`src/rtl/iir_df1_biquad_axis_pkg.sv`:
```
// Shared types, width constants and the saturating arithmetic shift for the DF1 biquad.
package iir_df1_biquad_axis_pkg;

    localparam int COEFF_W   = 16;
    localparam int INOUT_W   = 16;
    localparam int SCALE_F   = 14;
    localparam int ACC_GUARD = 3;
    localparam int PROD_W    = COEFF_W + INOUT_W;
    localparam int ACC_W     = PROD_W + ACC_GUARD;

    typedef logic signed [INOUT_W-1:0] sample_t;
    typedef logic signed [COEFF_W-1:0] coeff_t;

    typedef enum logic [1:0] {
        ST_IDLE = 2'd0,
        ST_SUM  = 2'd1,
        ST_HOLD = 2'd2
    } state_t;

    // Arithmetic right shift (floor) followed by a clamp to a signed out_w-bit range.
    function automatic logic signed [63:0] sat_shift(
        input logic signed [63:0] acc,
        input int                 shift,
        input int                 out_w
    );
        logic signed [63:0] sh;
        logic signed [63:0] hi;
        logic signed [63:0] lo;
        logic signed [63:0] res;
        sh = acc >>> shift;
        hi = (64'sd1 <<< (out_w - 1)) - 64'sd1;
        lo = -(64'sd1 <<< (out_w - 1));
        if (sh > hi) begin
            res = hi;
        end else if (sh < lo) begin
            res = lo;
        end else begin
            res = sh;
        end
        return res;
    endfunction

endpackage

```
`src/rtl/iir_df1_biquad_axis_sat_shift.sv`:
```
// Accumulator to output-sample conversion: floor shift by the coefficient scale, then clamp.
module biquad_sat_shift
    import iir_df1_biquad_axis_pkg::*;
#(
    parameter int acc_w = 35,
    parameter int out_w = 16,
    parameter int shift = 14
) (
    input  logic signed [acc_w-1:0] acc,
    output logic signed [out_w-1:0] y
);

    logic signed [63:0] wide_s;

    // Widen, shift and clamp; the clamped value always fits in out_w bits.
    always_comb begin
        wide_s = 64'sd0;
        wide_s = sat_shift(64'(acc), shift, out_w);
        y      = wide_s[out_w-1:0];
    end

endmodule

```
`src/rtl/iir_df1_biquad_axis.sv`:
```
// Fixed-coefficient Direct Form 1 biquad with AXI4-Stream input and output.
// One sample every three cycles; output backpressure never stalls the filter.
module iir_df1_biquad_axis
    import iir_df1_biquad_axis_pkg::*;
#(
    parameter int coeff_width  = COEFF_W,
    parameter int inout_width  = INOUT_W,
    parameter int scale_factor = SCALE_F,
    parameter int a1_int_coeff = -31880,
    parameter int a2_int_coeff = 15531,
    parameter int bo_int_coeff = 167,
    parameter int b1_int_coeff = -302,
    parameter int b2_int_coeff = 167
) (
    input  logic                          clk,
    input  logic                          rst,
    input  logic                          s_axis_tvalid,
    input  logic signed [inout_width-1:0] s_axis_tdata,
    output logic                          s_axis_tready,
    output logic                          m_axis_tvalid,
    output logic signed [inout_width-1:0] m_axis_tdata,
    input  logic                          m_axis_tready
);

    localparam int prod_w = coeff_width + inout_width;
    localparam int acc_w  = prod_w + ACC_GUARD;

    localparam logic signed [coeff_width-1:0] b0_c = coeff_width'(bo_int_coeff);
    localparam logic signed [coeff_width-1:0] b1_c = coeff_width'(b1_int_coeff);
    localparam logic signed [coeff_width-1:0] b2_c = coeff_width'(b2_int_coeff);
    localparam logic signed [coeff_width-1:0] a1_c = coeff_width'(a1_int_coeff);
    localparam logic signed [coeff_width-1:0] a2_c = coeff_width'(a2_int_coeff);

    state_t                        state_r;
    logic                          s_ready_r;
    logic signed [inout_width-1:0] x_in_r;
    logic signed [inout_width-1:0] x1_r;
    logic signed [inout_width-1:0] x2_r;
    logic signed [inout_width-1:0] y1_r;
    logic signed [inout_width-1:0] y2_r;
    logic signed [prod_w-1:0]      p_b0_r;
    logic signed [prod_w-1:0]      p_b1_r;
    logic signed [prod_w-1:0]      p_b2_r;
    logic signed [prod_w-1:0]      p_a1_r;
    logic signed [prod_w-1:0]      p_a2_r;
    logic signed [acc_w-1:0]       acc_s;
    logic signed [inout_width-1:0] y_new_s;
    logic signed [inout_width-1:0] result_r;
    logic                          pending_r;
    logic                          m_valid_r;
    logic signed [inout_width-1:0] m_data_r;
    logic                          out_free_s;

    // Sum of the registered products; the guard bits keep this exact.
    always_comb begin
        acc_s = acc_w'(p_b0_r) + acc_w'(p_b1_r) + acc_w'(p_b2_r)
              - acc_w'(p_a1_r) - acc_w'(p_a2_r);
    end

    biquad_sat_shift #(
        .acc_w (acc_w),
        .out_w (inout_width),
        .shift (scale_factor)
    ) u_sat_shift (
        .acc (acc_s),
        .y   (y_new_s)
    );

    // Accept/multiply/sum sequencer and filter history.
    always_ff @(posedge clk) begin
        if (rst) begin
            state_r   <= ST_IDLE;
            s_ready_r <= 1'b0;
            x_in_r    <= '0;
            x1_r      <= '0;
            x2_r      <= '0;
            y1_r      <= '0;
            y2_r      <= '0;
            p_b0_r    <= '0;
            p_b1_r    <= '0;
            p_b2_r    <= '0;
            p_a1_r    <= '0;
            p_a2_r    <= '0;
        end else begin
            case (state_r)
                ST_IDLE: begin
                    if (s_axis_tvalid && s_ready_r) begin
                        p_b0_r    <= prod_w'(b0_c) * prod_w'(s_axis_tdata);
                        p_b1_r    <= prod_w'(b1_c) * prod_w'(x1_r);
                        p_b2_r    <= prod_w'(b2_c) * prod_w'(x2_r);
                        p_a1_r    <= prod_w'(a1_c) * prod_w'(y1_r);
                        p_a2_r    <= prod_w'(a2_c) * prod_w'(y2_r);
                        x_in_r    <= s_axis_tdata;
                        s_ready_r <= 1'b0;
                        state_r   <= ST_SUM;
                    end else begin
                        s_ready_r <= 1'b1;
                    end
                end
                ST_SUM: begin
                    x2_r      <= x1_r;
                    x1_r      <= x_in_r;
                    y2_r      <= y1_r;
                    y1_r      <= y_new_s;
                    s_ready_r <= 1'b0;
                    state_r   <= ST_HOLD;
                end
                ST_HOLD: begin
                    s_ready_r <= 1'b1;
                    state_r   <= ST_IDLE;
                end
                default: begin
                    s_ready_r <= 1'b0;
                    state_r   <= ST_IDLE;
                end
            endcase
        end
    end

    assign out_free_s = !m_valid_r || m_axis_tready;

    // Single-slot pending result and the output register; newest result wins during a stall.
    always_ff @(posedge clk) begin
        if (rst) begin
            result_r  <= '0;
            pending_r <= 1'b0;
            m_valid_r <= 1'b0;
            m_data_r  <= '0;
        end else begin
            if (state_r == ST_SUM) begin
                result_r  <= y_new_s;
                pending_r <= 1'b1;
            end else if (out_free_s && pending_r) begin
                pending_r <= 1'b0;
            end else begin
                pending_r <= pending_r;
            end

            if (out_free_s) begin
                if (pending_r) begin
                    m_data_r  <= result_r;
                    m_valid_r <= 1'b1;
                end else begin
                    m_valid_r <= 1'b0;
                end
            end else begin
                m_valid_r <= m_valid_r;
            end
        end
    end

    assign s_axis_tready = s_ready_r;
    assign m_axis_tvalid = m_valid_r;
    assign m_axis_tdata  = m_data_r;

endmodule

```
`config.mk`:
```
export PLATFORM = sky130hd
export DESIGN_NAME = iir_df1_biquad_axis
export DESIGN_NICKNAME = d
export VERILOG_FILES = /design/src/rtl/iir_df1_biquad_axis_pkg.sv /design/src/rtl/iir_df1_biquad_axis_sat_shift.sv /design/src/rtl/iir_df1_biquad_axis.sv
export SDC_FILE = /design/constraint.sdc
export NUM_CORES = 2
export LEC_CHECK = 0
export ABC_CLOCK_PERIOD_IN_PS = 6300
export CAP_MARGIN = 15
export CELL_PAD_IN_SITES_DETAIL_PLACEMENT = 1
export CELL_PAD_IN_SITES_GLOBAL_PLACEMENT = 1
export CORE_MARGIN = 10
export CORE_UTILIZATION = 46
export DETAILED_ROUTE_END_ITERATION = 10
export GPL_TIMING_DRIVEN = 0
export PLACE_DENSITY_LB_ADDON = 0.1
export SETUP_SLACK_MARGIN = 0.02
export SYNTH_ARGS = -nofsm -noshare
export SYNTH_HDL_FRONTEND = slang
export SYNTH_SLANG_ARGS = --single-unit
```
`constraint.sdc`:
```
create_clock -name clk -period 6.3 [get_ports clk]
set_input_delay 1.26 -clock clk [delete_from_list [all_inputs] [get_ports clk]]
set_output_delay 1.26 -clock clk [all_outputs]
set_load 0.1 [all_outputs]
```
==> metrics.txt <==
WP data arrival=6.55 ns; fin crit share=96.7%; Fin. Hold Viols=0; clock sinks=235; placed cell area=0.0304 mm²; CP max stage delay=0.55 ns; number of global-route vias before repair=25000; fin area=0.0317 mm²; number of flops mapped to enable cells by yosys=0; Die ar.=0.0735 mm²; routed vias/inst=5.35; htree depth=1; share of cells above drive strength 1=4.15%; Syn. warnings=0; Vias=22000; RSZ-0062 raised after global routing=yes; nature of the critical path endpoint=flop; Core Area=0.0621 mm²; count of cell types in the netlist=76; clock slew at reported path FFs=0.06 ns; Core Util, Final=51.1%; CP Launch Point=result_r[10]; CTS tree=yes; min Tclk post-route=6.09 ns; diode count=0; post-synthesis instance total=3179; peak supply drop=0.000291 V; Reg2Reg Depth=21; post-route insts no fill=4112; Port Buffers=37; Die X=271 µm; Setup CP Type=reg2reg; initial antenna violation count=1; final worst setup slack=0.210 ns; Initial Util=46.7%; Pre-antenna DRT Iters=4; Clk Latency, worst-skew pair=0.61 ns; required time of the worst setup path=6.76 ns; # rows=91; dominant cell type by area after synthesis=fa_1; Max clock buf depth=3; Clock Root Buffer=clkbuf_16; worst-margin pin slew=1.21 ns; synth top area cells=fa_1 (28%), ha_1 (21%), dfxtp_1 (16%); skew final=0.0353 ns; Pins Over Slew Limit=0; Layout Area Growth over Synthesis=9.30%; largest net degree at the start of global routing=18; pwr dens=329 mW/mm²; power after layout=10.4 mW; Die Height=271 µm; Synth Area per Inst=9.12 µm²; dpl hpwl=74900 µm; CP max-delay cell=fa_1; final setup vio count=0; DRC viols=0; WP buf/inv=4; most common library cells after synthesis=inv_1 (677), ha_1 (486), nand2_1 (420), fa_1 (405), a21oi_1 (268); Setup Total Neg Slack=0 ns; GRT Resource Usage Total=24.3%; io pins=38; Setup WS pre-CTS=-0.870 ns; critical path's top delay family=adder cells; status=finished, final reports clean; Final Wtd Congestion=0.946; Inst Count DP=4054; reg-to-reg setup timing slack=0.21 ns; Hold Crit Class=reg2reg; Top cell by count, worst path=fa_1; Nets=4163; 1st-iter DRT viols=1021; reg2reg start=result_r[10]; Synth Register Bits=235; hold wc startpoint=m_axis_tdata[3]; synthesized net count=4090; sequential share of the synthesized area=16.2%; slew margin rel.=19.2%; max-cap violations=0; antenna viol nets, final=0; worst r2r dst=p_a1_r[28]; synthesized area=0.0290 mm²; crit path capture=p_a1_r[28]; Levels on crit path=21; Synth top area share=28.0%; first-pass GRT wire length=140000 µm; worst hold slack=0.457 ns; Leak=15.9 nW; crit start category=flop; CTS buffer count=30; Overflow after GRT=0; routed length per instance=21.3 µm; top-count cell post-synth=inv_1; CP Max Fanout=8; Async SR Flop Fraction=0%; Total Wirelength=87600 µm; Fmax=164 MHz; ys flop type=dfxtp_1; crit-path cells=fa_1, inv_1, fa_1, inv_1, fa_1, inv_1, fa_1, fa_1, inv_1, ha_1, ha_4, a21o_1, a21o_1, a21o_1, a2111oi_4, o311ai_2, a21o_1, a21o_4, a31oi_4, nor4_1, a311o_1
-- cell usage in the layout (no fill, tap or decap), types with 12 or more instances in the layout --
cell and count:
dfxtp_2 17, clkbuf_1 82, xor2_1 35, xnor2_1 86
o21ai_0 53, clkbuf_16 30, a221oi_2 12, dfxtp_1 211
or3_1 12, fa_1 405, nand3_1 29, nor2_1 66
a31oi_1 15, o21bai_1 12, and3_1 16, a21o_1 52
nor3_1 26, ha_1 484, inv_1 677, nand2_1 420
clkdlybuf4s50_1 37, a211oi_1 28, a21oi_1 267
-- state kept, by name, indices dropped and copies added, names as in the netlist, 2 cells and up --
register / count
p_a2_r: 31
p_a1_r: 29
p_b1_r: 25
p_b2_r: 25
p_b0_r: 24
m_axis_tdata: 16
result_r: 16
x1_r: 16
x2_r: 16
x_in_r: 16
y2_r: 16
state_r: 2
-- worst min-delay path, cell delays in order, from the launching register on --
cell	delay, ns
dfxtp_1	0.30
nand2_1	0.05
a21oi_1	0.05
-- report_power, final --
group / switching [mW] / total (mW) / internal (mW)
Combinational: 4.24 / 6.91 / 2.67
Sequential: 0.153 / 1.75 / 1.60
Clock: 0.747 / 1.77 / 1.02
-- area by class of cell --
cell class | instances | area (µm²)
Buffer | 82 | 328
Clock buffer | 43 | 880
Clock inverter | 12 | 135
Fill cell | 7175 | 30400
Inverter | 677 | 2540
Multi-Input combinational cell | 2185 | 21600
Sequential cell | 235 | 4750
Tap cell | 837 | 1050
Timing Repair Buffer | 41 | 420
-- logic make-up after synthesis --
logic type	count (synthesis)	share of synthesized area, %
AO/OA/AOI/OAI	535	11.8
XOR/XNOR	123	3.72
adder cells (fa/ha/maj)	891	48.9
buffers and inverters	759	9.89
flip-flops	235	16.2
multiplexers	5	0.177
AND/OR/NAND/NOR	631	9.26
-- worst min path at each step --
stage	endpoint	cells past startpoint
4_1_cts	m_axis_tdata[3]	2
3_5_place_dp	x1_r[3]	2
3_3_place_gp	x1_r[2]	2
5_1_grt	m_axis_tdata[3]	2
2_1_floorplan	p_b0_r[23]	2
6_report	m_axis_tdata[3]	2
-- layer usage --
layer / wire length, µm / vias up / track usage (%)
met5: 0 / - / 0
met1: 39200 / 11200 / 31.5
met4: 2480 / 0 / 6.53
li1: - / 10300 / -
met3: 4130 / 124 / 3.99
met2: 41800 / 350 / 41.2
-- repair_timing --
action / in CTS / in global routing
buffers inserted: 1 / 1
setup endpoints to repair: 13 / 14
hold buffers: 0 / 0
pin swaps: 3 / 4
gates cloned: 0 / 0
resized for setup: 29 / 26
No activity file was read; power rests on OpenSTA's default activity.
